[config.mk]
export PLATFORM = sky130hd
export DESIGN_NAME = flash_burst_arbiter
export DESIGN_NICKNAME = d
export VERILOG_FILES = /design/src/rtl/flash_burst_arbiter.sv
export SDC_FILE = /design/constraint.sdc
export NUM_CORES = 1
export LEC_CHECK = 0
export CELL_PAD_IN_SITES_DETAIL_PLACEMENT = 0
export CELL_PAD_IN_SITES_GLOBAL_PLACEMENT = 1
export CORE_MARGIN = 2
export CORE_UTILIZATION = 29
export CTS_CLUSTER_SIZE = 40
export DETAILED_ROUTE_END_ITERATION = 10
export HOLD_SLACK_MARGIN = 0.06
export PLACE_DENSITY_LB_ADDON = 0.1
export SETUP_SLACK_MARGIN = 0.3
export SKIP_CTS_REPAIR_TIMING = 1
export SLEW_MARGIN = 20
export SYNTH_ARGS = -nofsm -noshare
export SYNTH_HDL_FRONTEND = slang
export SYNTH_SLANG_ARGS = --single-unit
[constraint.sdc]
create_clock -name clock -period 2.2 [get_ports clock]
set_input_delay 0.22 -clock clock [delete_from_list [all_inputs] [get_ports clock]]
set_output_delay 0.22 -clock clock [all_outputs]
set_load 0.01 [all_outputs]
[src/rtl/flash_burst_arbiter.sv]
// Round-robin arbiter for N Avalon-MM clients in front of the flash data port.
// Routes registered read beats back to the granted client; aborts stalled bursts on timeout.
module flash_burst_arbiter #(
  parameter int N_CLIENTS   = 2,
  parameter int ADDR_WIDTH  = 16,
  parameter int DATA_WIDTH  = 32,
  parameter int BURST_WIDTH = 2,
  parameter int TIMEOUT     = 255
) (
  input  logic                              clock,
  input  logic                              reset_n,
  input  logic [N_CLIENTS*ADDR_WIDTH-1:0]   cl_addr,
  input  logic [N_CLIENTS-1:0]              cl_read,
  input  logic [N_CLIENTS-1:0]              cl_write,
  input  logic [N_CLIENTS*DATA_WIDTH-1:0]   cl_writedata,
  input  logic [N_CLIENTS*BURST_WIDTH-1:0]  cl_burstcount,
  output logic [N_CLIENTS-1:0]              cl_waitrequest,
  output logic [DATA_WIDTH-1:0]             cl_readdata,
  output logic [N_CLIENTS-1:0]              cl_readdatavalid,
  output logic [ADDR_WIDTH-1:0]             avmm_data_addr,
  output logic                              avmm_data_read,
  output logic                              avmm_data_write,
  output logic [DATA_WIDTH-1:0]             avmm_data_writedata,
  output logic [BURST_WIDTH-1:0]            avmm_data_burstcount,
  input  logic                              avmm_data_waitrequest,
  input  logic [DATA_WIDTH-1:0]             avmm_data_readdata,
  input  logic                              avmm_data_readdatavalid,
  output logic                              err_timeout,
  output logic                              err_unsolicited,
  input  logic                              err_clear
);

  localparam int IW = (N_CLIENTS > 1) ? $clog2(N_CLIENTS) : 1;
  localparam int TW = $clog2(TIMEOUT + 1);

  typedef enum logic [1:0] {IDLE, CMD, DATA} state_t;

  state_t                 state, state_nxt;
  logic [IW-1:0]          rr, grant, sel;
  logic [N_CLIENTS-1:0]   req;
  logic                   any_req;
  logic                   accept;
  logic                   last_beat;
  logic                   timed_out;
  logic [BURST_WIDTH-1:0] beats;
  logic [TW-1:0]          timer;

  assign req       = cl_read | cl_write;
  assign accept    = (state == CMD) && !avmm_data_waitrequest;
  assign last_beat = avmm_data_readdatavalid && (beats == BURST_WIDTH'(1));
  assign timed_out = (state == DATA) && !avmm_data_readdatavalid && (timer == TW'(TIMEOUT));

  // Search starts one past the last served client so it drops to lowest priority.
  always_comb begin
    int idx;
    idx     = 0;
    sel     = '0;
    any_req = 1'b0;
    for (int i = 1; i <= N_CLIENTS; i++) begin
      idx = (int'(rr) + i) % N_CLIENTS;
      if (!any_req && req[IW'(idx)]) begin
        any_req = 1'b1;
        sel     = IW'(idx);
      end
    end
  end

  always_comb begin
    cl_waitrequest = '1;
    if (accept) cl_waitrequest[grant] = 1'b0;
  end

  always_ff @(posedge clock or negedge reset_n) begin
    if (!reset_n) state <= IDLE;
    else          state <= state_nxt;
  end

  always_comb begin
    state_nxt = state;
    case (state)
      IDLE: if (any_req) state_nxt = CMD;
      CMD:  if (accept) state_nxt = avmm_data_read ? DATA : IDLE;
      DATA: if (last_beat || timed_out) state_nxt = IDLE;
      default: state_nxt = IDLE;
    endcase
  end

  always_ff @(posedge clock or negedge reset_n) begin
    if (!reset_n) begin
      rr                   <= '0;
      grant                <= '0;
      beats                <= '0;
      timer                <= '0;
      avmm_data_addr       <= '0;
      avmm_data_read       <= 1'b0;
      avmm_data_write      <= 1'b0;
      avmm_data_writedata  <= '0;
      avmm_data_burstcount <= '0;
      cl_readdata          <= '0;
      cl_readdatavalid     <= '0;
      err_timeout          <= 1'b0;
      err_unsolicited      <= 1'b0;
    end else begin
      cl_readdatavalid <= '0;
      case (state)
        IDLE: begin
          if (any_req) begin
            grant               <= sel;
            avmm_data_addr      <= cl_addr[int'(sel)*ADDR_WIDTH +: ADDR_WIDTH];
            avmm_data_writedata <= cl_writedata[int'(sel)*DATA_WIDTH +: DATA_WIDTH];
            avmm_data_read      <= cl_read[sel];
            avmm_data_write     <= !cl_read[sel] && cl_write[sel];
            avmm_data_burstcount <= cl_read[sel] ?
                                    cl_burstcount[int'(sel)*BURST_WIDTH +: BURST_WIDTH] :
                                    BURST_WIDTH'(1);
          end
        end
        CMD: begin
          if (accept) begin
            avmm_data_read  <= 1'b0;
            avmm_data_write <= 1'b0;
            rr              <= grant;
            timer           <= '0;
            if (avmm_data_read)
              beats <= (avmm_data_burstcount == '0) ? BURST_WIDTH'(1) : avmm_data_burstcount;
          end
        end
        DATA: begin
          if (avmm_data_readdatavalid) begin
            cl_readdata      <= avmm_data_readdata;
            cl_readdatavalid <= N_CLIENTS'(1) << grant;
            beats            <= beats - BURST_WIDTH'(1);
            timer            <= '0;
          end else if (!timed_out) begin
            timer <= timer + TW'(1);
          end
        end
        default: ;
      endcase

      // Clear takes precedence so software never loses a clear to a same-cycle event.
      if (err_clear)      err_timeout <= 1'b0;
      else if (timed_out) err_timeout <= 1'b1;

      if (err_clear)
        err_unsolicited <= 1'b0;
      else if (avmm_data_readdatavalid && (state != DATA))
        err_unsolicited <= 1'b1;
    end
  end

endmodule

==> reports/metrics.cfg, run 1 <==
[setup_path]
end_kind = flip-flop
reg2reg_to = timer[4]
timing.rr.start = timer[0]
start_kind = flip-flop
cpPeakStageDelay_ns = 0.43
required_ns = 2.46
cp.arrival_ns = 2.01
rrSetupSlack_ns = 0.45
cp_cell_sequence = ha_1 -> nand3_1 -> o32ai_4 -> or4_1 -> a21boi_0
cpMaxStageDelayCell = dfrtp_1
path_class = reg -> reg
crit_fanout = 9
r2r_cells = 5

[logic_synthesis]
ys_ff_latch = 102
synth_warnings = 0
synth_edf_count = 0
synth_top_area_cell = dfrtp_1
synth-main-ff-cell = dfrtp_1
synth_nets = 602
seq_area_frac_synth_pct = 56.7
yosys.cell_count.top_type = nand2_1
synth_commonest_cells = nand2_1, dfrtp_1, o21ai_0, mux2i_1, clkbuf_1
avgSynthCellArea_um2 = 9.80
synth_cells = 459
synthTopCellsByArea = dfrtp_1, nand2_1, mux2i_1
ys_types = 37
synth_top_area_share_pct = 56.7
synthesis.area_um2 = 4500
async_reset_ff_share_pct = 100

[routing]
viasPerCell = 4.47
ant_nets = 0
avgRoutedWirePerCell_um = 14.6
drcViolationCount = 0
via_count = 3945
drt_wl_total_mm = 12.9
drt_first_pass_iters = 4
drt_iter0_drc = 152

[clocking]
clk_pin_slew_ns = 0.06
cts_tree = built
htree_num_levels = 3
cts_buffer_depth = 2
worstSkewPairLatency_ns = 0.34
root_buffer = clkbuf_16
numCtsBuffers = 9
clock-sinks = 102

[final_layout]
drive_above_1_share_pct = 5.32
fin_cells = 883
final_util_pct = 48.7
area_delta_synth_final_pct = 64.5
n_fill_cell = 1437
n_antenna_cell = 0
nets = 834

[placed_design]
place_congestion = 0.727
dp.cells = 866
port_buffers = 230
place_ws_ns = 0.206
hpwl_mm = 9.97

[sta]
rsz0062_at_grt = no
worst_pin_slew_ns = 0.429
setup_slack_ns = 0.451
clock.fmax_ghz = 0.572
slew_headroom_pct = 71.1
min_period_over_period_pct = 79.5
post-route-min-period_ns = 1.75
hold_viol = 0
fin_skew_ns = 0.00707
fin_tns_setup_ns = 0
setup_viol = 0
finalMaxSlewViolations = 0

[global_routing]
grt_max_degree = 70
antenna_found_initial = 0
grt.overflow.total = 0
grtUsageTotal_pct = 15.7
grt_pass1_vias = 4080
grt_pass1_wl_mm = 20.0

[job]
drv_cap = 0

[floorplanning]
die_h_um = 129
io_pins = 231
std_cell_rows = 45
dieArea_um2 = 16500
initial_utilization_pct = 29.6
coreArea_um2 = 15200
die-width_um = 129

[power_and_ir_drop]
leakagePower_nw = 3.32
power_density_nw_per_um2 = 1200
finalPower_mw = 8.91
ir_drop_uv = 440

[outcome]
outcome = finished clean

[min_path]
hold_class = in -> async

-- metal layers --
layer | up-vias | track usage, % | routed length [um]
met4 | 0 | 6.91 | 306
met3 | 18 | 5.99 | 1200
met2 | 145 | 25.9 | 6100
met1 | 1788 | 18.3 | 5260
li1 | 1994 | - | -
met5 | - | 0 | 0
-- sequential cells by signal, indices dropped and copies added (netlist names) --
| register | flops |
|---|---|
| avmm_data_addr | 16 |
| avmm_data_burstcount | 2 |
| avmm_data_read | 1 |
| avmm_data_write | 1 |
| avmm_data_writedata | 32 |
| beats | 2 |
| cl_readdata | 32 |
| cl_readdatavalid | 2 |
| err_timeout | 1 |
| err_unsolicited | 1 |
| grant | 1 |
| rr | 1 |
| state | 2 |
| timer | 8 |
-- layout make-up --
| class | count | area, um^2 | share of cell area (%) |
|---|---|---|---|
| clock inverter | 1 | 30.0 | 0.406 |
| multi-input combinational | 329 | 1850 | 25.0 |
| timing repair buffer | 247 | 2470 | 33.4 |
| inverter | 2 | 7.51 | 0.101 |
| clock buffer | 14 | 254 | 3.43 |
| sequential | 102 | 2550 | 34.5 |
| tap | 188 | 235 | 3.18 |
-- per-stage QoR --
stage	hold slack (ns)	cell area, um^2
after global placement	0.172	7090
after detailed placement	0.175	7090
after CTS	-0.199	7380
after floorplan	-0.0756	4500
after global routing	0.377	7400
final	0.350	7400
-- layout by cell type (no fill, tap or decap), types with 4 or more instances in the layout --
cell type        instances
a21oi_1                  5
buf_4                   14
clkbuf_1                 4
clkbuf_16                9
clkdlybuf4s50_1        227
dfrtp_1                100
mux2i_1                 52
nand2_1                160
nand3_1                  5
nor2_1                  10
o21ai_0                 58
-- kinds of logic after synthesis --
| logic type | after synthesis | synth area share [%] |
|---|---|---|
| buffers and inverters | 28 | 2.50 |
| adder cells (fa/ha/maj) | 2 | 0.556 |
| AO/OA/AOI/OAI | 78 | 10.0 |
| multiplexers | 53 | 11.8 |
| flip-flops | 102 | 56.7 |
| AND/OR/NAND/NOR | 196 | 18.4 |
-- worst max-delay path: cells and delay by family, from the launching register on --
kind            cells  cell delay [ns]
fa+ha+maj           1             0.26
simple gates        2             0.63
compound gates      2             0.34
flops               1             0.43
-- worst max-delay path by stage --
stage | to | slack (ns) | from | cells after the start
4_1_cts | cl_waitrequest[1] | 0.14 | state[1] | 4
5_1_grt | timer[5] | 0.33 | timer[0] | 5
6_report | timer[4] | 0.45 | timer[0] | 5
2_1_floorplan | timer[5] | 0.55 | state[1] | 4
3_5_place_dp | avmm_data_writedata[7] | 0.21 | cl_read[0] | 6
3_3_place_gp | avmm_data_addr[9] | 0.27 | cl_read[0] | 6
-- power breakdown --
| part | switching, mW | internal [mW] | total, mW |
|---|---|---|---|
| combinational | 1.89 | 2.28 | 4.17 |
| clock | 0.650 | 0.909 | 1.56 |
| sequential | 0.480 | 2.70 | 3.18 |
| total | 3.02 | 5.89 | 8.91 |
Note: power is estimated with default switching activity, not from simulation.
==> run 2, diff against run 1 <==
==> constraint.sdc (replaced) <==
create_clock -name clock -period 1.7 [get_ports clock]
set_input_delay 0.17 -clock clock [delete_from_list [all_inputs] [get_ports clock]]
set_output_delay 0.17 -clock clock [all_outputs]
set_load 0.01 [all_outputs]
==> reports/metrics.cfg, run 2 (synthesis gave the netlist of run 1 again) <==
[routing]
via_count = 4381  ; +11%
drt_wl_total_mm = 16.1  ; +25%
drcViolationCount = 0  ; unchanged
ant_nets = 0  ; unchanged
viasPerCell = 4.75  ; +6.2%
drt_first_pass_iters = 4  ; unchanged
drt_iter0_drc = 104  ; -32%
avgRoutedWirePerCell_um = 17.5  ; +20%

[global_routing]
grt_pass1_wl_mm = 20.7  ; +3.2%
grt_max_degree = 55  ; -21%
grt_pass1_vias = 4139  ; +1.4%
grtUsageTotal_pct = 16.0  ; +0.32 points
grt.overflow.total = 0  ; unchanged
antenna_found_initial = 0  ; unchanged

[setup_path]
cp.arrival_ns = 2.00  ; about the same
start_kind = flip-flop
path_class = reg -> reg
end_kind = flip-flop
cpPeakStageDelay_ns = 0.40  ; -0.03 ns
critPathTopFamily = compound AO/OA/AOI/OAI gates
cpMaxStageDelayCell = dfrtp_2
cp_cell_sequence = buf_6 -> or3b_4 -> o32ai_4 -> buf_6 -> o31ai_2 -> a21boi_1
crit_buf_inv = 2  ; +2
required_ns = 1.97  ; -0.49 ns
crit_top_cell = buf_6
crit_fanout = 7  ; -2
rrSetupSlack_ns = -0.03  ; -0.48 ns

[sta]
slew_headroom_pct = 70.5  ; -0.57 points
worst_pin_slew_ns = 0.442  ; +0.0131 ns
fin_tns_setup_ns = -0.0576  ; -0.0576 ns
finalMaxSlewViolations = 0  ; unchanged
holdWs_ns = 0.305  ; -0.0457 ns
hold_viol = 0  ; unchanged
setup_slack_ns = -0.0254  ; -0.476 ns
post-route-min-period_ns = 1.73  ; -0.0238 ns
setup_viol = 3  ; +3
rsz0062_at_grt = yes
fin_skew_ns = 0.00901  ; +0.00194 ns
clock.fmax_ghz = 0.580  ; +1.4%
min_period_over_period_pct = 101  ; +22 points

[clocking]
clock-sinks = 102  ; unchanged
numCtsBuffers = 9  ; unchanged
worstSkewPairLatency_ns = 0.35  ; about the same
root_buffer = clkbuf_16
htree_num_levels = 3  ; unchanged
clk_pin_slew_ns = 0.07  ; about the same
cts_buffer_depth = 2  ; unchanged
cts_tree = built

[job]
drv_cap = 0  ; unchanged

[placed_design]
hpwl_mm = 10.0  ; +0.56%
port_buffers = 230  ; unchanged
place_ws_ns = -0.142  ; -0.348 ns
place_congestion = 0.779  ; +7.2%
dp.cells = 876  ; +1.2%

[final_layout]
drive_above_1_share_pct = 31.7  ; +26 points
regArea_um2 = 2560  ; about the same
fin_cells = 923  ; +4.5%
n_antenna_cell = 0  ; unchanged
layout_common_cells = clkdlybuf4s50_1, dfrtp_1, dlymetal6s2s_1, nand2_1, mux2i_1
n_fill_cell = 1330  ; -7.4%
final_common_cell = clkdlybuf4s50_1
area_delta_synth_final_pct = 102
multi_input_area_um2 = 2600  ; +41%
top_regs = avmm_data_writedata (32), cl_readdata (32), avmm_data_addr (16)
nets = 873  ; +4.7%

[power_and_ir_drop]
ir_drop_uv = 696  ; +58%
leakagePower_nw = 5.02  ; +51%
power_density_nw_per_um2 = 1650  ; +37%

[floorplanning]
std_cell_rows = 45  ; unchanged
die-width_um = 129  ; unchanged
dieArea_um2 = 16500  ; unchanged
coreArea_um2 = 15200  ; unchanged
die_h_um = 129  ; unchanged
io_pins = 231  ; unchanged
initial_utilization_pct = 29.6  ; unchanged

[outcome]
outcome = complete, but fails checks
violations = negative setup slack

[min_path]
hold_class = in -> async

## run 2: changes by cell type in the layout (fill, tap and decap cells not counted), moves of 14 or more
cell / change
clkdlybuf4s50_1: -89
dlymetal6s2s_1: +87
nand2_1: -98
nand2_2: +48
nand2_4: +49
o21ai_0: -51
o21ai_1: +14
o21ai_2: +37
## run 2: final timing paths
path | start | endpoint | depth (start not counted)
setup / recovery | state[1] | timer[6] | 6
hold / removal | reset_n | cl_readdata[5] | 2
setup reg to reg | state[1] | timer[6] | 6
hold reg to reg | cl_readdata[26] | cl_readdata[26] | 2
max in group asynchronous | reset_n | rr | 3
min in group clock | avmm_data_readdata[15] | cl_readdata[15] | 3
## run 2: report_power, final
part | switching, mW | internal (mW)
Combinational | 3.61 | 4.44
Sequential | 0.970 | 3.50
Clock | 0.926 | 1.48
## run 2: cell type report
type                       instances  area share, %
multi-input combinational        332           28.7
timing repair buffer             283           36.6
clock buffer                      11           2.67
clock inverter                     5           1.17
inverter                           2         0.0827
tap                              188           2.59
sequential                       102           28.2
## run 2: stage by stage
step                instance area, um^2  util, %  power (mW)
detailed placement                 7240     47.6        9.96
global route                       9070     59.7        15.8
finish                             9070     59.7        14.9
CTS                                7590     49.9        12.4
floorplan                          4590        -        6.83
global placement                   7240     47.6        9.87
## run 2: metal layers
metal	up-vias	part of all wire, %	global-route usage [%]
met4	0	1.4	4.22
met1	2125	37	17.8
met3	16	7.7	7.65
met5	-	0	0
li1	2101	-	-
met2	139	53	27.6
